`config.mk`:
```
export PLATFORM = sky130hd
export DESIGN_NAME = gmii_rx_frame
export DESIGN_NICKNAME = d
export VERILOG_FILES = /design/src/rtl/eth_pkg.sv /design/src/rtl/crc32_d8.sv /design/src/rtl/gmii_rx_frame.sv
export SDC_FILE = /design/constraint.sdc
export NUM_CORES = 1
export LEC_CHECK = 0
export CAP_MARGIN = 0
export CORE_MARGIN = 4
export CORE_UTILIZATION = 50
export DETAILED_ROUTE_END_ITERATION = 7
export PLACE_DENSITY_LB_ADDON = 0.3
export SYNTH_ARGS = -nofsm -noshare
export SYNTH_HDL_FRONTEND = slang
export SYNTH_SLANG_ARGS = --single-unit
```
`constraint.sdc`:
```
create_clock -name gmii_rx_clk -period 5.5 [get_ports gmii_rx_clk]
set_input_delay 1.1 -clock gmii_rx_clk [delete_from_list [all_inputs] [get_ports gmii_rx_clk]]
set_output_delay 1.1 -clock gmii_rx_clk [all_outputs]
set_load 0.03 [all_outputs]
```
`src/rtl/eth_pkg.sv`:
```
// eth_pkg
// Shared constants and types for the GMII receive path.
//   - Preamble / SFD byte values seen on the GMII stream.
//   - CRC-32 polynomial, init value and good-frame residue.
//   - Delay-line depth used to strip the trailing FCS.
//   - Receive FSM state enum.
//   - reflect32() helper to derive the LSB-first polynomial form.
package eth_pkg;

  localparam logic [7:0]  PREAMBLE_BYTE = 8'h55;
  localparam logic [7:0]  SFD_BYTE      = 8'hD5;

  localparam logic [31:0] CRC_POLY      = 32'h04C11DB7;
  localparam logic [31:0] CRC_INIT      = 32'hFFFFFFFF;
  localparam logic [31:0] CRC_RESIDUE   = 32'hDEBB20E3;

  // Four FCS bytes plus the byte being released: holding five bytes lets
  // the last payload byte be tagged as end-of-frame when dv drops.
  localparam int PIPE_DEPTH = 5;

  typedef enum logic [1:0] {
    ST_IDLE,
    ST_PREAMBLE,
    ST_DATA,
    ST_DROP
  } rx_state_e;

  // Bit-reverse a 32-bit word; turns the normal-form polynomial into the
  // form used by an LSB-first shift register.
  function automatic logic [31:0] reflect32(input logic [31:0] v);
    logic [31:0] r;
    r = '0;
    for (int i = 0; i < 32; i++) begin
      r[i] = v[31-i];
    end
    return r;
  endfunction

endpackage

```
`src/rtl/crc32_d8.sv`:
```
// crc32_d8
// Combinational one-byte step of the reflected Ethernet CRC-32.
// Ports:
//   i_crc  [31:0] current CRC register (LSB-first)
//   i_data [7:0]  data byte, consumed LSB first
//   o_crc  [31:0] CRC register after absorbing i_data
module crc32_d8
  import eth_pkg::*;
(
  input  logic [31:0] i_crc,
  input  logic [7:0]  i_data,
  output logic [31:0] o_crc
);

  localparam logic [31:0] POLY_REFL = reflect32(CRC_POLY);

  // Eight unrolled shift steps; each data bit is XORed into the feedback
  // at the register LSB, matching the on-wire bit order of GMII bytes.
  always_comb begin
    o_crc = i_crc;
    for (int i = 0; i < 8; i++) begin
      if (o_crc[0] ^ i_data[i]) begin
        o_crc = (o_crc >> 1) ^ POLY_REFL;
      end else begin
        o_crc = o_crc >> 1;
      end
    end
  end

endmodule

```
`src/rtl/gmii_rx_frame.sv`:
```
// gmii_rx_frame
// Receive-side frame delineator on the GMII byte stream. Finds the
// preamble/SFD, releases the post-SFD payload with the 4-byte FCS
// removed (sof/eof framed) and emits one status word per frame.
// Optional feature macro: GMII_RX_CRC_EN builds the CRC-32 checker;
// without it stat_crc_err is tied to 0.
// Ports:
//   gmii_rx_clk  receive clock, rising edge
//   rst_n        asynchronous active-low reset
//   gmii_rx_dv   GMII data valid
//   gmii_rxd     GMII data byte
//   out_data     payload byte
//   out_valid    out_data valid this cycle
//   out_sof      first payload byte of a frame
//   out_eof      last payload byte of a frame
//   stat_valid   one-cycle status strobe per frame
//   stat_len     payload length (raw post-SFD count for runts), saturating
//   stat_runt    fewer than 5 post-SFD bytes
//   stat_crc_err FCS check failed
module gmii_rx_frame
  import eth_pkg::*;
#(
  parameter int LEN_W = 16
) (
  input  logic             gmii_rx_clk,
  input  logic             rst_n,
  input  logic             gmii_rx_dv,
  input  logic [7:0]       gmii_rxd,
  output logic [7:0]       out_data,
  output logic             out_valid,
  output logic             out_sof,
  output logic             out_eof,
  output logic             stat_valid,
  output logic [LEN_W-1:0] stat_len,
  output logic             stat_runt,
  output logic             stat_crc_err
);

  localparam logic [2:0] PIPE_FULL = 3'(PIPE_DEPTH);

  rx_state_e        r_state;
  rx_state_e        w_stateNext;
  logic             w_sfdSeen;
  logic             w_byteIn;
  logic             w_endFrame;

  logic [7:0]       r_pipe [PIPE_DEPTH];
  logic [2:0]       r_fill;
  logic [LEN_W-1:0] r_cnt;
  logic             r_sofPending;
  logic             w_pipeFull;
  logic [LEN_W-1:0] w_payLen;
  logic             w_crcErr;

  // FSM state register.
  always_ff @(posedge gmii_rx_clk or negedge rst_n) begin
    if (!rst_n) begin
      r_state <= ST_IDLE;
    end else begin
      r_state <= w_stateNext;
    end
  end

  // Next-state decode plus the three datapath strobes: SFD accepted,
  // payload byte accepted, and end of a delineated frame.
  always_comb begin
    w_stateNext = r_state;
    w_sfdSeen   = 1'b0;
    w_byteIn    = 1'b0;
    w_endFrame  = 1'b0;
    case (r_state)
      ST_IDLE: begin
        if (gmii_rx_dv) begin
          w_stateNext = (gmii_rxd == PREAMBLE_BYTE) ? ST_PREAMBLE : ST_DROP;
        end
      end
      ST_PREAMBLE: begin
        if (!gmii_rx_dv) begin
          w_stateNext = ST_IDLE;
        end else if (gmii_rxd == PREAMBLE_BYTE) begin
          w_stateNext = ST_PREAMBLE;
        end else if (gmii_rxd == SFD_BYTE) begin
          w_stateNext = ST_DATA;
          w_sfdSeen   = 1'b1;
        end else begin
          w_stateNext = ST_DROP;
        end
      end
      ST_DATA: begin
        if (gmii_rx_dv) begin
          w_byteIn = 1'b1;
        end else begin
          w_stateNext = ST_IDLE;
          w_endFrame  = 1'b1;
        end
      end
      ST_DROP: begin
        if (!gmii_rx_dv) begin
          w_stateNext = ST_IDLE;
        end
      end
      default: w_stateNext = ST_IDLE;
    endcase
  end

  assign w_pipeFull = (r_fill == PIPE_FULL);
  // A saturated counter keeps reporting all-ones rather than wrapping back.
  assign w_payLen   = (r_cnt == '1) ? '1 : (r_cnt - LEN_W'(4));

`ifdef GMII_RX_CRC_EN
  logic [31:0] r_crc;
  logic [31:0] w_crcNext;

  crc32_d8 u_crc32 (
    .i_crc  (r_crc),
    .i_data (gmii_rxd),
    .o_crc  (w_crcNext)
  );

  // Running CRC over every post-SFD byte, FCS included, so a good frame
  // leaves the fixed residue in the register.
  always_ff @(posedge gmii_rx_clk or negedge rst_n) begin
    if (!rst_n) begin
      r_crc <= CRC_INIT;
    end else if (w_sfdSeen) begin
      r_crc <= CRC_INIT;
    end else if (w_byteIn) begin
      r_crc <= w_crcNext;
    end
  end

  assign w_crcErr = (r_crc != CRC_RESIDUE);
`else
  assign w_crcErr = 1'b0;
`endif

  // Delay line, counters and registered outputs. The oldest byte is
  // released only once five newer bytes exist, so the FCS never leaves.
  // At end of frame the oldest entry is the final payload byte.
  always_ff @(posedge gmii_rx_clk or negedge rst_n) begin
    if (!rst_n) begin
      for (int i = 0; i < PIPE_DEPTH; i++) begin
        r_pipe[i] <= '0;
      end
      r_fill       <= '0;
      r_cnt        <= '0;
      r_sofPending <= 1'b0;
      out_data     <= '0;
      out_valid    <= 1'b0;
      out_sof      <= 1'b0;
      out_eof      <= 1'b0;
      stat_valid   <= 1'b0;
      stat_len     <= '0;
      stat_runt    <= 1'b0;
      stat_crc_err <= 1'b0;
    end else begin
      out_data     <= '0;
      out_valid    <= 1'b0;
      out_sof      <= 1'b0;
      out_eof      <= 1'b0;
      stat_valid   <= 1'b0;
      stat_len     <= '0;
      stat_runt    <= 1'b0;
      stat_crc_err <= 1'b0;

      if (w_sfdSeen) begin
        r_fill       <= '0;
        r_cnt        <= '0;
        r_sofPending <= 1'b1;
      end

      if (w_byteIn) begin
        r_pipe[0] <= gmii_rxd;
        for (int i = 1; i < PIPE_DEPTH; i++) begin
          r_pipe[i] <= r_pipe[i-1];
        end
        if (r_cnt != '1) begin
          r_cnt <= r_cnt + LEN_W'(1);
        end
        if (!w_pipeFull) begin
          r_fill <= r_fill + 3'd1;
        end else begin
          out_valid    <= 1'b1;
          out_data     <= r_pipe[PIPE_DEPTH-1];
          out_sof      <= r_sofPending;
          r_sofPending <= 1'b0;
        end
      end

      if (w_endFrame) begin
        stat_valid <= 1'b1;
        if (w_pipeFull) begin
          out_valid    <= 1'b1;
          out_data     <= r_pipe[PIPE_DEPTH-1];
          out_sof      <= r_sofPending;
          out_eof      <= 1'b1;
          r_sofPending <= 1'b0;
          stat_len     <= w_payLen;
          stat_crc_err <= w_crcErr;
        end else begin
          stat_len  <= r_cnt;
          stat_runt <= 1'b1;
        end
      end
    end
  end

endmodule
```
* Word level (Yosys, flattened, before mapping)
Index checks and enable logic that the tools add are counted.
Operators by class: add/sub/neg operators 3, equal/unequal tests 10, multiplexer cells 45, reduce and logical (&&, ||, !) cells 3
Operator list (count):
- $mux W16 | 6
- $mux W8 | 4
- $mux W1 | 26
- $add A16 B1 Y16 const B | 1
- $eq A16 B16 Y1 const B | 1
- $ne A16 B16 Y1 const B | 1
- $sub A16 B3 Y16 const B | 1
- $mux W2 | 5
- $mux W3 | 3
- $eq A8 B7 Y1 const B | 1
- $eq A8 B8 Y1 const B | 1
- $pmux W2 S3 | 1
- $eq A2 B2 Y1 const B | 2
- $ne A2 B2 Y1 const B | 2
- $add A3 B1 Y3 const B | 1
- $eq A3 B3 Y1 const B | 1
- $eq A2 B1 Y1 const B | 1
- $logic_not A2 Y1 | 1
- $reduce_and A2 Y1 | 1
- $reduce_or A2 Y1 | 1
Word-level totals: flip-flop bits (word level) 91, bits of input ports 11, output and inout bits 30

* Depth between registers and ports, before layout
Gate-level depths: netlist of the first run.
word-level depth 10, depth in mapped cells 7

* Least setup slack after synthesis of the first run
OpenSTA, ideal clock, no wires.
path type in2reg, start input gmii_rx_dv, end register r_cnt[14], data arrival time 2179 ps, path slack 3186 ps, cell stages on the path 4, path buffers 0, cells stage by stage nand3b_1 > or4_1 > o311ai_1 > o31ai_1
Between the ends: longest elaborated chain between the ends 5
Ends and longest elaborated chain:
- from (decl) | RTL line gmii_rx_frame.sv:27 | input logic gmii_rx_dv,
- $mux W1 | RTL line gmii_rx_frame.sv:78 | if (!gmii_rx_dv) begin
- $mux W1 | RTL line gmii_rx_frame.sv:71 | case (r_state)
- $mux W16 | RTL line gmii_rx_frame.sv:166 | if (w_sfdSeen) begin
- $mux W16 | RTL line gmii_rx_frame.sv:177 | if (r_cnt != '1) begin
- $mux W16 (*) | RTL line gmii_rx_frame.sv:172 | if (w_byteIn) begin
- to (signal assigned) | RTL line gmii_rx_frame.sv:178 | r_cnt <= r_cnt + LEN_W'(1);
- to (decl) | RTL line gmii_rx_frame.sv:49 | logic [LEN_W-1:0] r_cnt;
Every way passes the cells marked *; elsewhere a longest branch is shown, timed or not. A chain may end at the register's enable or synchronous reset.

* Final worst setup path of the first run
start input gmii_rx_dv, end register r_cnt[15]
Same word-level chain as after synthesis.

==> results of run 1 <==
## where the power goes
part	leakage [nW]	internal [mW]	switching [mW]
combinational	0.900	0.116	0.175
clock	0.0966	0.184	0.238
sequential	1.21	0.772	0.0749
total	2.21	1.07	0.489
## cell families after synthesis
logic type	after synthesis	synth area share [%]
buffers and inverters	34	4.33
adder cells (fa/ha/maj)	5	1.57
other	1	0.0940
AND/OR/NAND/NOR	222	27.0
flip-flops	91	57.1
AO/OA/AOI/OAI	37	6.12
XOR/XNOR	8	1.76
multiplexers	8	2.01
## cell type report
cell class | instances | area share (%)
sequential | 91 | 49.8
multi-input combinational | 281 | 33.6
timing repair buffer | 43 | 9.14
clock buffer | 11 | 3.09
tap | 102 | 2.79
clock inverter | 5 | 0.931
inverter | 7 | 0.575
## how the worst min path moves through the flow
stage / slack [ns] / end / depth (start not counted) / startpoint
2_1_floorplan: 0.44 / r_pipe[0]$_DFFE_PN0P_ / 2 / r_pipe[0]$_DFFE_PN0P_
3_3_place_gp: 0.45 / r_pipe[15]$_DFFE_PN0P_ / 2 / r_pipe[23]$_DFFE_PN0P_
3_5_place_dp: 0.45 / r_pipe[6]$_DFFE_PN0P_ / 2 / r_pipe[14]$_DFFE_PN0P_
4_1_cts: 0.47 / r_pipe[30]$_DFFE_PN0P_ / 2 / r_pipe[38]$_DFFE_PN0P_
5_1_grt: 0.50 / r_pipe[3]$_DFFE_PN0P_ / 2 / r_pipe[3]$_DFFE_PN0P_
6_report: 0.47 / r_pipe[30]$_DFFE_PN0P_ / 2 / r_pipe[38]$_DFFE_PN0P_
## worst max-delay path: stages
cell and delay (ns):
sky130_fd_sc_hd__clkdlybuf4s50_1 0.56, sky130_fd_sc_hd__and3b_1 0.68, sky130_fd_sc_hd__buf_4 0.44, sky130_fd_sc_hd__nand4_1 0.12, sky130_fd_sc_hd__or4_1 0.41, sky130_fd_sc_hd__o211a_1 0.14
## cell usage after synthesis, types with 2 or more instances
cell type / number / share of area (%)
sky130_fd_sc_hd__nor2_1: 14 / 1.3
sky130_fd_sc_hd__nand4_1: 6 / 0.94
sky130_fd_sc_hd__ha_1: 5 / 1.6
sky130_fd_sc_hd__o211ai_1: 2 / 0.38
sky130_fd_sc_hd__or3_1: 2 / 0.31
sky130_fd_sc_hd__o21ai_0: 3 / 0.38
sky130_fd_sc_hd__nand2_1: 139 / 13
sky130_fd_sc_hd__dfrtp_1: 91 / 57
sky130_fd_sc_hd__o21ai_1: 4 / 0.50
sky130_fd_sc_hd__nand2b_1: 2 / 0.31
sky130_fd_sc_hd__or4_1: 6 / 1.1
sky130_fd_sc_hd__buf_4: 4 / 0.75
sky130_fd_sc_hd__clkbuf_1: 9 / 0.85
sky130_fd_sc_hd__buf_1: 5 / 0.47
sky130_fd_sc_hd__buf_6: 3 / 0.85
sky130_fd_sc_hd__buf_2: 6 / 0.75
sky130_fd_sc_hd__o31ai_1: 6 / 1.1
sky130_fd_sc_hd__xor2_1: 6 / 1.3
sky130_fd_sc_hd__mux2i_1: 8 / 2.0
sky130_fd_sc_hd__and4bb_2: 2 / 0.63
sky130_fd_sc_hd__nand3_1: 12 / 1.5
sky130_fd_sc_hd__and4_1: 2 / 0.44
sky130_fd_sc_hd__a31oi_1: 3 / 0.47
sky130_fd_sc_hd__a21oi_2: 2 / 0.44
sky130_fd_sc_hd__inv_1: 7 / 0.66
sky130_fd_sc_hd__xnor2_1: 2 / 0.44
sky130_fd_sc_hd__and2_1: 11 / 1.7
sky130_fd_sc_hd__and3_1: 2 / 0.31
sky130_fd_sc_hd__nor3_1: 8 / 1.0
sky130_fd_sc_hd__nor4_1: 3 / 0.47
sky130_fd_sc_hd__a21oi_1: 10 / 1.3
## sequential cells by signal, summed over array words and instances, names as in the netlist
name and count:
r_cnt 16, stat_len 16, out_eof 1, out_valid 1, out_sof 1, r_sofPending 1
out_data 8, r_state 2, stat_valid 1, stat_runt 1, r_pipe 40, r_fill 3
## per-layer routing
layer | share of wire (%) | routed length (µm) | global-route usage (%)
met2 | 44 | 3170 | 23.7
met1 | 47 | 3390 | 23.0
met3 | 7.1 | 505 | 4.16
met4 | 1.2 | 89 | 6.82
met5 | 0 | 0 | 0
## per-stage QoR
stage	instances	setup WS [ns]	hold slack (ns)	total power [mW]	util (%)
3_5_place_dp	524	1.90	0.449	1.15	56.8
5_1_grt	540	2.13	0.497	1.67	59.1
4_1_cts	540	2.28	0.473	1.58	59.1
6_report	540	2.27	0.469	1.56	59.1
2_1_floorplan	406	3.19	0.437	1.05	-
3_3_place_gp	524	1.94	0.448	1.14	56.8
==> key figures, run 1 <==
Run status
  • Result of the run: completed

Finish
  • Seq. cell area: 2280 µm²
  • Final instance area: about 4600 µm²
  • Most frequent standard cell in the layout excluding fill and tap cells: sky130_fd_sc_hd__nand2_1
  • Most frequent cells in the layout: sky130_fd_sc_hd__nand2_1, sky130_fd_sc_hd__dfrtp_1, sky130_fd_sc_hd__clkdlybuf4s50_1
  • Layout overhead on the synthesized area: 14.6%
  • Number of diodes: 0
  • Final net count: between 400 and 500
  • Area taken by multi-input logic gates: approximately 1500 µm²
  • FILL cells: about 650
  • Share of post-route cells with drive strength above 1: 7.08%

Placement
  • Buffers on Ports: 39
  • Placed Instance Area: 4390 µm²
  • HPWL Detailed: roughly 4.8 mm
  • Global placer's final weighted congestion: a little under 0.8

Run
  • Max-cap viol count: 0

Worst setup path
  • CP endpoint kind: flop
  • Critical path origin: gmii_rx_dv
  • Endpoint of the most critical setup path: r_cnt[15]$_DFF_PN0_
  • Critical setup path kind: input port to flop
  • Setup slack, reg-to-reg: between 3 and 4 ns
  • Startpoint of the lowest-slack register-to-register path: r_state[0]$_DFFE_PN0P_
  • Data required, critical path: 5.74 ns
  • Worst path arrival time: approximately 3.5 ns
  • Crit path launch type: input port
  • Cell depth of the worst flop-to-flop path: 5
  • Maximum net fanout on the critical path: 32
  • Endpoint of the lowest-slack register-to-register path: r_cnt[15]$_DFF_PN0_

Die
  • Top-level port count: 41
  • Vertical die dimension: roughly 100 µm
  • Std-Cell Core Area: 7730 µm²
  • Die ar.: 9470 µm²
  • Horizontal die dimension: 97.3 µm
  • Count of standard-cell rows: 32
  • Starting Density: between 50 and 60%

Global routing
  • Final global-route overflow total: 0
  • Antenna violations before repair: 0
  • Via count of the first global-routing pass: around 2,500
  • GRT Resource Usage Total: ~16%
  • Largest net degree at the start of global routing: 50
  • Wire length of the first global-routing pass: ~12 mm

Pwr
  • Power density over the cells: ~340 nW/µm²
  • Leakage: between 2 and 2.5 nW
  • Worst IR drop on VDD: 0.193 mV

Synth
  • Synth Register Bits: 91
  • Proportion of register bits with asynchronous set or reset after synthesis: 100%
  • Post-synthesis sequential area ratio: 57.1%
  • Avg Inst Size Synth: 9.82 µm²
  • Total standard cell area after synthesis: around 4000 µm²
  • Mapped Cells: between 400 and 500
  • Synthesized Nets: between 400 and 500
  • Number of flops mapped to enable cells by yosys: 0
  • Top FF cell, synth: sky130_fd_sc_hd__dfrtp_1
  • Number of distinct standard cells referenced by the synthesized netlist: 52
  • Number of warnings reported in the yosys synthesis log: 0

Clock network
  • Clock root cell: sky130_fd_sc_hd__clkbuf_8
  • Clock network latency to the later pin of the worst-skew pair: 0.36 ns
  • Buffer levels on the longest clock path: 2
  • CTS Hold Bufs: 0
  • Clock tree sinks: 91
  • CTS buffer count: 9
  • CTS tree: yes
  • Total setup buffers inserted after CTS: 0
  • Clock-pin slew reported for the worst setup and hold paths after clock tree synthesis: roughly 0.09 ns
  • CTS-repair resized insts: 0
  • Htree depth: 3

Detailed routing
  • Routed WL per cell: 13.3 µm
  • Overall via count from detail_route: ~2,800
  • Mean number of vias per cell: 5.10
  • # DRC: 0
  • First drt pass iteration count: 4
  • Final WL: around 7 mm
  • Detail Route Antenna Nets: 0
  • Initial DRC count: slightly above 200

Timing
  • Measured slew at the worst slew-check pin: slightly below 0.8 ns
  • Final critical-path required period: 3.23 ns
  • Endpoints failing setup: 0
  • Max-slew violations: 0
  • Setup tns final: 0 ns
  • Worst relative slew slack: a little under half
  • Setup Skew: 0.00938 ns
  • RSZ-0062 raised after global routing: false
  • Portion of the clock cycle consumed by the worst path in the final layout: between 50% and 60%
  • Maximum frequency from static timing analysis: ~0.31 GHz
  • Final hold viol count: 0

Min path
  • Class of the tightest hold or removal check: flop to flop
No activity file was read; power rests on OpenSTA's default activity.
==> run 2, diff against run 1 <==
clock period = 2.9 ns   (was 5.5 ns; I/O delays follow)
==> key figures, run 2 (synthesis gave the netlist of run 1 again) <==
Worst setup path
  • Worst path arrival time: 2.47 ns (-1.00 ns)
  • Largest stage delay on the critical path: 0.59 ns (-0.09 ns)
  • Worst path cell trace: clkdlybuf4s50_1 > and3b_1 > buf_4 > nand2_1 > nand3_1 > o21ai_1
  • Crit path launch type: input port
  • Critical setup path kind: input port to flop
  • Maximum net fanout on the critical path: 44 (+38%)
  • Critical-path top delay cell: sky130_fd_sc_hd__clkdlybuf4s50_1
  • Data required, critical path: 3.15 ns (-2.59 ns)
  • Buf+Inv Stages, Crit Path: 2 (unchanged)
  • Kind of cell adding the most delay to the critical path: buffers and inverters
  • CP endpoint kind: flop

Global routing
  • Antenna violations before repair: 0 (unchanged)
  • Via count of the first global-routing pass: 2,565 (+1.0%)
  • Largest net degree at the start of global routing: 49 (-2.0%)
  • GRT Resource Usage Total: 15.7% (-0.50 points)
  • Wire length of the first global-routing pass: 12.3 mm (+0.23%)
  • Final global-route overflow total: 0 (unchanged)

Placement
  • Buffers on Ports: 39 (unchanged)
  • Global placer's final weighted congestion: 0.836 (+5.9%)
  • HPWL Detailed: 4.74 mm (-1.7%)
  • Pre-CTS WS: 0.309 ns (-1.59 ns)
  • Number of instances in the placed design: 525 (+0.19%)
  • Placed Instance Area: 4410 µm² (+0.46%)

Pwr
  • PnR Total Power: 3.10 mW (+99%)
  • Leakage: 2.23 nW (+0.92%)
  • Worst IR drop on VDD: 0.293 mV (+52%)
  • Power density over the cells: 670 nW/µm² (+96%)

Die
  • Die ar.: 9470 µm² (unchanged)
  • Horizontal die dimension: 97.3 µm (unchanged)
  • Top-level port count: 41 (unchanged)
  • Count of standard-cell rows: 32 (unchanged)
  • Vertical die dimension: 97.3 µm (unchanged)
  • Std-Cell Core Area: 7730 µm² (unchanged)
  • Starting Density: 51.6% (unchanged)

Detailed routing
  • First drt pass iteration count: 4 (unchanged)
  • Initial DRC count: 164 (-21%)
  • Final WL: 7.15 mm (-0.13%)
  • Routed WL per cell: 13.2 µm (-0.13%)
  • Overall via count from detail_route: 2,808 (+2.0%)
  • Detail Route Antenna Nets: 0 (unchanged)
  • # DRC: 0 (unchanged)
  • Mean number of vias per cell: 5.20 (+2.0%)

Clock network
  • Clock-pin slew reported for the worst setup and hold paths after clock tree synthesis: 0.09 ns (about the same)
  • Htree depth: 3 (unchanged)
  • Clock tree sinks: 91 (unchanged)
  • CTS buffer count: 9 (unchanged)
  • Total setup buffers inserted after CTS: 0 (unchanged)
  • Buffer levels on the longest clock path: 2 (unchanged)
  • Clock network latency to the later pin of the worst-skew pair: 0.35 ns (about the same)
  • CTS Hold Bufs: 0 (unchanged)
  • Clock root cell: sky130_fd_sc_hd__clkbuf_8
  • CTS-repair resized insts: 0 (unchanged)
  • CTS tree: yes

Timing
  • Endpoints failing setup: 0 (unchanged)
  • Tightest hold margin: 0.207 ns (-0.262 ns)
  • Portion of the clock cycle consumed by the worst path in the final layout: about three quarters
  • Setup Skew: 0.00792 ns (-0.00146 ns)
  • Worst relative slew slack: 46.9% (about the same)
  • Final critical-path required period: ~2.2 ns
  • Setup tns final: 0 ns (unchanged)
  • Measured slew at the worst slew-check pin: 0.790 ns (-0.000355 ns)
  • Setup ws final: 0.679 ns (-1.60 ns)
  • Final hold viol count: 0 (unchanged)
  • Max-slew violations: 0 (unchanged)
  • Maximum frequency from static timing analysis: approximately 0.45 GHz
  • RSZ-0062 raised after global routing: false

Finish
  • Number of non-filler instances in the completed layout: 540 (unchanged)
  • Final net count: 450 (+0.22%)
  • Share of post-route cells with drive strength above 1: 7.31% (+0.23 points)
  • Number of flip-flops in the largest register: 40 (unchanged)
  • Final standard cell utilization of the core: 59.9% (+0.73 points)
  • Largest registers: r_pipe (40), r_cnt (16), stat_len (16)
  • Most frequent standard cell in the layout excluding fill and tap cells: sky130_fd_sc_hd__nand2_1
  • Number of diodes: 0 (unchanged)
  • Most frequent cells in the layout: sky130_fd_sc_hd__nand2_1, sky130_fd_sc_hd__dfrtp_1, sky130_fd_sc_hd__clkdlybuf4s50_1
  • Final instance area: 4630 µm² (+1.2%)
  • Layout overhead on the synthesized area: 16.0%
  • Register with the most flip-flops: r_pipe

Run status
  • Result of the run: completed

Run
  • Max-cap viol count: 0 (unchanged)

Min path
  • Class of the tightest hold or removal check: input port to async pin
-- run 2: where the power goes --
| part | total [mW] | internal [mW] | leakage, nW | switching [mW] |
|---|---|---|---|---|
| logic | 0.546 | 0.221 | 0.909 | 0.326 |
| clock network | 0.948 | 0.493 | 0.108 | 0.455 |
| registers | 1.61 | 1.46 | 1.21 | 0.143 |
-- run 2: path summary, 6_finish.rpt --
kind	depth (start not counted)	from	slack, ns	end
max in group asynchronous	2	rst_n	2.07	r_pipe[32]$_DFFE_PN0P_
min reg2reg	2	r_pipe[22]$_DFFE_PN0P_	0.46	r_pipe[14]$_DFFE_PN0P_
max reg2reg	5	r_cnt[3]$_DFF_PN0_	0.73	stat_len[4]$_DFF_PN0_
min in group gmii_rx_clk	2	r_pipe[22]$_DFFE_PN0P_	0.46	r_pipe[14]$_DFFE_PN0P_
min	1	rst_n	0.21	stat_len[13]$_DFF_PN0_
max	6	gmii_rx_dv	0.68	r_fill[1]$_DFF_PN0_
-- run 2: area by class of cell --
cell class,instances,area [µm²]
multi-input combinational,281,1540
fill,660,3100
clock inverter,6,96.3
tap,102,128
timing repair buffer,44,438
clock buffer,9,124
sequential,91,2280
inverter,7,26.3
-- run 2: routing by layer --
metal	share of wire (%)	GRT usage (%)	vias up
met3	6.3	2.30	11
li1	-	-	1414
met1	48	23.3	1313
met5	0	0	-
met4	1.7	6.92	0
met2	44	22.9	70
==> run 3, diff against run 2 <==
clock period = 2 ns   (was 2.9 ns; I/O delays follow)
==> key figures, run 3 (synthesis gave the netlist of run 1 again) <==
Finish
  • Share of post-route cells with drive strength above 1: 13.9% (+6.6 points)
  • Area taken by multi-input logic gates: 1580 µm² (+2.5%)
  • Final standard cell utilization of the core: 62.9% (+3.0 points)
  • Layout overhead on the synthesized area: 21.9%
  • Most frequent standard cell in the layout excluding fill and tap cells: sky130_fd_sc_hd__nand2_1
  • Final instance area: 4860 µm² (+5.1%)
  • FILL cells: 644 (-2.4%)
  • Final net count: 480 (+6.7%)
  • Most frequent cells in the layout: sky130_fd_sc_hd__nand2_1, sky130_fd_sc_hd__dfrtp_1, sky130_fd_sc_hd__clkdlybuf4s50_1
  • Register with the most flip-flops: r_pipe
  • Largest registers: r_pipe (40), r_cnt (16), stat_len (16)
  • Number of diodes: 0 (unchanged)
  • Seq. cell area: 2280 µm² (unchanged)
  • Number of flip-flops in the largest register: 40 (unchanged)

Clock network
  • Htree depth: 3 (unchanged)
  • Clock tree sinks: 91 (unchanged)
  • Clock-pin slew reported for the worst setup and hold paths after clock tree synthesis: 0.09 ns (about the same)
  • Clock network latency to the later pin of the worst-skew pair: 0.35 ns (about the same)
  • CTS buffer count: 9 (unchanged)
  • Clock root cell: sky130_fd_sc_hd__clkbuf_8
  • Buffer levels on the longest clock path: 2 (unchanged)
  • CTS tree: yes

Worst setup path
  • Worst path arrival time: 2.19 ns (-0.28 ns)
  • Critical path origin: r_cnt[5]$_DFF_PN0_
  • Maximum net fanout on the critical path: 9 (-80%)
  • Data required, critical path: 2.28 ns (-0.87 ns)
  • Startpoint of the lowest-slack register-to-register path: r_cnt[5]$_DFF_PN0_
  • Crit path launch type: flop
  • Critical setup path kind: flop to flop
  • CP endpoint kind: flop

Pwr
  • Leakage: 2.38 nW (+6.5%)
  • Power density over the cells: 915 nW/µm² (+37%)
  • Worst IR drop on VDD: 0.413 mV (+41%)
  • PnR Total Power: 4.45 mW (+43%)

Placement
  • Buffers on Ports: 39 (unchanged)
  • Placed Instance Area: 4610 µm² (+4.7%)
  • Global placer's final weighted congestion: 0.872 (+4.3%)
  • HPWL Detailed: 5.32 mm (+12%)

Global routing
  • Antenna violations before repair: 0 (unchanged)
  • Largest net degree at the start of global routing: 49 (unchanged)
  • GRT Resource Usage Total: 17.2% (+1.6 points)
  • Via count of the first global-routing pass: 2,782 (+8.5%)
  • Final global-route overflow total: 0 (unchanged)
  • Wire length of the first global-routing pass: 13.4 mm (+9.1%)

Detailed routing
  • First drt pass iteration count: 4 (unchanged)
  • Mean number of vias per cell: 5.26 (+1.2%)
  • Routed WL per cell: 13.6 µm (+3.0%)
  • Detail Route Antenna Nets: 0 (unchanged)
  • Initial DRC count: 240 (+46%)
  • # DRC: 0 (unchanged)
  • Overall via count from detail_route: 3,006 (+7.1%)
  • Final WL: 7.78 mm (+8.9%)

Min path
  • Class of the tightest hold or removal check: input port to async pin

Timing
  • Endpoints failing setup: 0 (unchanged)
  • Final hold viol count: 0 (unchanged)
  • Setup Skew: 0.00824 ns (+0.000318 ns)
  • RSZ-0062 raised after global routing: false
  • Max-slew violations: 0 (unchanged)
  • Maximum frequency from static timing analysis: between 0.5 and 0.6 GHz
  • Final critical-path required period: between 1.5 and 2 ns
  • Portion of the clock cycle consumed by the worst path in the final layout: a little over nine tenths

Die
  • Horizontal die dimension: 97.3 µm (unchanged)
  • Std-Cell Core Area: 7730 µm² (unchanged)
  • Die ar.: 9470 µm² (unchanged)
  • Count of standard-cell rows: 32 (unchanged)
  • Top-level port count: 41 (unchanged)
  • Starting Density: 51.6% (unchanged)
  • Vertical die dimension: 97.3 µm (unchanged)

Run status
  • Result of the run: completed

Run
  • Max-cap viol count: 0 (unchanged)
[run 3: power breakdown]
part / internal [mW] / total (mW) / leakage [nW] / switching [mW]
logic: 0.470 / 1.03 / 1.07 / 0.564
clock network: 0.468 / 1.12 / 0.0929 / 0.655
registers: 2.12 / 2.29 / 1.21 / 0.167
total: 3.06 / 4.45 / 2.38 / 1.39
[run 3: layout make-up]
type                       count  area share (%)
timing repair buffer          74            14.0
tap                          102            2.63
clock buffer                  10            2.63
multi-input combinational    281            32.4
sequential                    91            46.8
clock inverter                 6           0.978
inverter                       7           0.541
[run 3: what timing repair did]
item | in CTS | in global routing
endpoints found under the setup margin | 1 | 4
endpoints found under the hold margin | 12 | 0
pin swaps | 0 | 1
buffers inserted | 2 | 1
gates resized for setup | 0 | 6
hold buffers | 1 | 0
[run 3: path summary, 6_finish.rpt]
| check | to | slack (ns) | depth (start not counted) |
|---|---|---|---|
| setup / recovery | stat_len[4]$_DFF_PN0_ | 0.09 | 4 |
| hold / removal | stat_len[11]$_DFF_PN0_ | 0.42 | 2 |
| setup reg to reg | stat_len[4]$_DFF_PN0_ | 0.09 | 4 |
| hold reg to reg | r_pipe[7]$_DFFE_PN0P_ | 0.47 | 2 |
| max in group asynchronous | r_pipe[6]$_DFFE_PN0P_ | 0.99 | 3 |
| min in group gmii_rx_clk | r_pipe[7]$_DFFE_PN0P_ | 0.47 | 2 |
[run 3: through the flow]
stage	setup TNS, ns	instances	worst slack (ns)	hold slack [ns]
finish	0	571	0.0908	0.422
floorplan	0	406	0.136	0.104
global placement	-0.249	551	-0.117	0.251
detailed placement	-0.494	551	-0.114	0.253
CTS	0	570	0.0204	0.410
global route	0	571	0.000819	0.442
[run 3: worst max-delay path, cell delays in order (launching register included)]
cell	delay [ns]
sky130_fd_sc_hd__dfrtp_1	0.56
sky130_fd_sc_hd__nand4_4	0.22
sky130_fd_sc_hd__or4_4	0.67
sky130_fd_sc_hd__a41o_1	0.28
sky130_fd_sc_hd__a21oi_2	0.10
[run 3: per-layer routing]
metal / wire (µm) / global-route usage (%) / vias up
li1: - / - / 1467
met1: 3720 / 25.6 / 1424
met2: 3430 / 24.9 / 101
met3: 466 / 3.16 / 14
met4: 165 / 7.14 / 0
met5: 0 / 0 / -
==> RTL change: new RTL, settings of run 1 <==
`LEN_W`: 16 -> 32.
--- a/src/rtl/gmii_rx_frame.sv
+++ b/src/rtl/gmii_rx_frame.sv
@@ -20,7 +20,7 @@
 module gmii_rx_frame
   import eth_pkg::*;
 #(
-  parameter int LEN_W = 16
+  parameter int LEN_W = 32
 ) (
   input  logic             gmii_rx_clk,
   input  logic             rst_n,
Ports: changed (resized stat_len); port bits go from 41 to 57. The function was not compared with the original's and may differ.
==> RTL change against run 1 <==
Setup slack improved by 0.046 ns. Combinational power is 13% higher. Wire length grew 61%. Final area is 48% higher. Critical path depth did not move. First-iteration DRC count up 59%. Synthesized area is 41% higher. Sequential cell count up 32. Count of clock-buffer cells in the layout rose by 7. Core utilization up 2.8 points. Power increased by 56%. Cell count is 43% higher. Fmax is 1.5% higher. Register-to-register slack got worse by 0.60 ns.
==> RTL change: results (changes against run 1) <==
| Metric | Value |
|---|---|
| Status | finished clean (unchanged) |
| Sequential share of the synthesized area | 54.6% (was 57.1%) |
| Final setup skew | 0.00768 ns (was 0.00938 ns) |
| Worst Setup EP | r_cnt[8] (was r_cnt[15]) |
| Layout cells sized above 1 | 8.86% (was 7.08%) |
| Slew margin rel. | 32.6% (was 46.9%) |
| Mean Syn Cell Area | 9.81 um2 (was 9.82 um2) |
| Peak supply drop | 0.176 mV (was 0.193 mV) |
| Clk Tree Root Cell | clkbuf_16 (was clkbuf_8) |
| Pin count of the biggest net entering global routing | 61 (was 50) |
| R2r endpoint | stat_len[11] (was r_cnt[15]) |
| Vias per inst | 5.47 (was 5.10) |
| Largest regs | r_pipe x40, r_cnt x32, stat_len x32 (was r_pipe x40, r_cnt x16, stat_len x16) |
| Worst slack at placement | 1.91 ns (was 1.90 ns) |
| DRT iter0 DRCs | 329 (was 207) |
| CTS Buf Count | 17 (was 9) |
| DP Cell Count | 740 (was 524) |
| Clock H-tree levels | 4 (was 3) |
| Crit. Startpoint | gmii_rxd[1] (was gmii_rx_dv) |
| Fillers | 922 (was 648) |
| DP Wirelength | 7600 um (was 4830 um) |
| Critical path data arrival time | 3.46 ns (was 3.47 ns) |
| Worst-path maximum fanout | 28 (was 32) |
| Reg2Reg Depth | 7 (was 5) |
| Distinct cells, synth | 55 (was 52) |
| Post-layout min period | 3.18 ns (was 3.23 ns) |
| NumNets Final | 635 (was 449) |
| Finished Layout Cells | 772 (was 540) |
| Leak Pwr | 3.06 nW (was 2.21 nW) |
| First-pass GRT wire length | 19,600 um (was 12,200 um) |
| GRT Resource Usage Total | 18.9% (was 16.2%) |
| First-pass iteration count of the detailed router | 5 (was 4) |
| Port bufs | 55 (was 39) |
| Final WL | 11,500 um (was 7160 um) |
| R2R Setup Slk | 2.57 ns (was 3.17 ns) |
| Synth top cells by count | 156 x nand2_1, 123 x dfrtp_1, 41 x nor2_1 (was 139 x nand2_1, 91 x dfrtp_1, 14 x nor2_1) |
| Crit path largest cell delay | 0.64 ns (was 0.68 ns) |
| Vias in the first global route | 4,115 (was 2,539) |
[RTL change: changes by cell type in the layout (fill, tap and decap cells not counted), sizes merged, moves of 6 or more]
cell and change:
clkdlybuf4s50 +16, nor3 +8, nand2 +17, o31ai +7, nor2 +27, xnor2 +18, nor4 +9, nand3 +6
dfrtp +32, clkbuf +7, or3 +11, o211ai +9, clkinv +7
[RTL change: layout make-up]
cell class | count | area [um2] | area share [%]
clock buffers | 18 | 429 | 6.34
clock inverters | 14 | 113 | 1.66
inverters | 11 | 41.3 | 0.610
multi-input cells | 406 | 2350 | 34.7
flip-flops and latches | 123 | 3080 | 45.5
well taps | 140 | 175 | 2.59
repair buffers | 60 | 586 | 8.65
[RTL change: kinds of logic after synthesis]
| kind of cell | Yosys count | synth area share [%] |
|---|---|---|
| fa+ha+maj | 5 | 1.11 |
| other cells | 1 | 0.0665 |
| compound gates | 60 | 8.09 |
| flops | 123 | 54.6 |
| buf+inv | 46 | 3.84 |
| mux | 11 | 1.97 |
| xor+xnor | 26 | 4.04 |
| simple gates | 303 | 26.3 |
[RTL change: worst min path at each step]
stage               startpoint      endpoint  slack, ns  cells after the start
global placement    r_pipe[18]    r_pipe[10]       0.45                      2
floorplan            r_pipe[0]     r_pipe[0]       0.44                      2
CTS                      rst_n  stat_len[27]       0.46                      1
finish              r_pipe[17]     r_pipe[9]       0.46                      2
global route             rst_n  stat_len[27]       0.47                      1
detailed placement  r_pipe[36]    r_pipe[28]       0.45                      2
[RTL change: metal layers]
| metal | GRT usage, % | vias up | part of all wire (%) | wire length (um) |
|---|---|---|---|---|
| li1 | - | 2049 | - | - |
| met1 | 25.4 | 2058 | 45 | 5150 |
| met2 | 29.7 | 101 | 48 | 5510 |
| met3 | 4.39 | 14 | 6.0 | 697 |
| met4 | 8.16 | 0 | 1.4 | 167 |
| met5 | 0 | - | 0 | 0 |
[RTL change: power by group]
| group | switching (mW) | leakage (nW) | internal, mW |
|---|---|---|---|
| combinational | 0.196 | 1.14 | 0.132 |
| sequential | 0.0783 | 1.66 | 1.01 |
| clock | 0.426 | 0.262 | 0.582 |
[RTL change: worst min-delay path, stage by stage, from the launching register on]
cell,delay (ns)
dfrtp_1,0.34
nand2_1,0.05
nand2_1,0.05
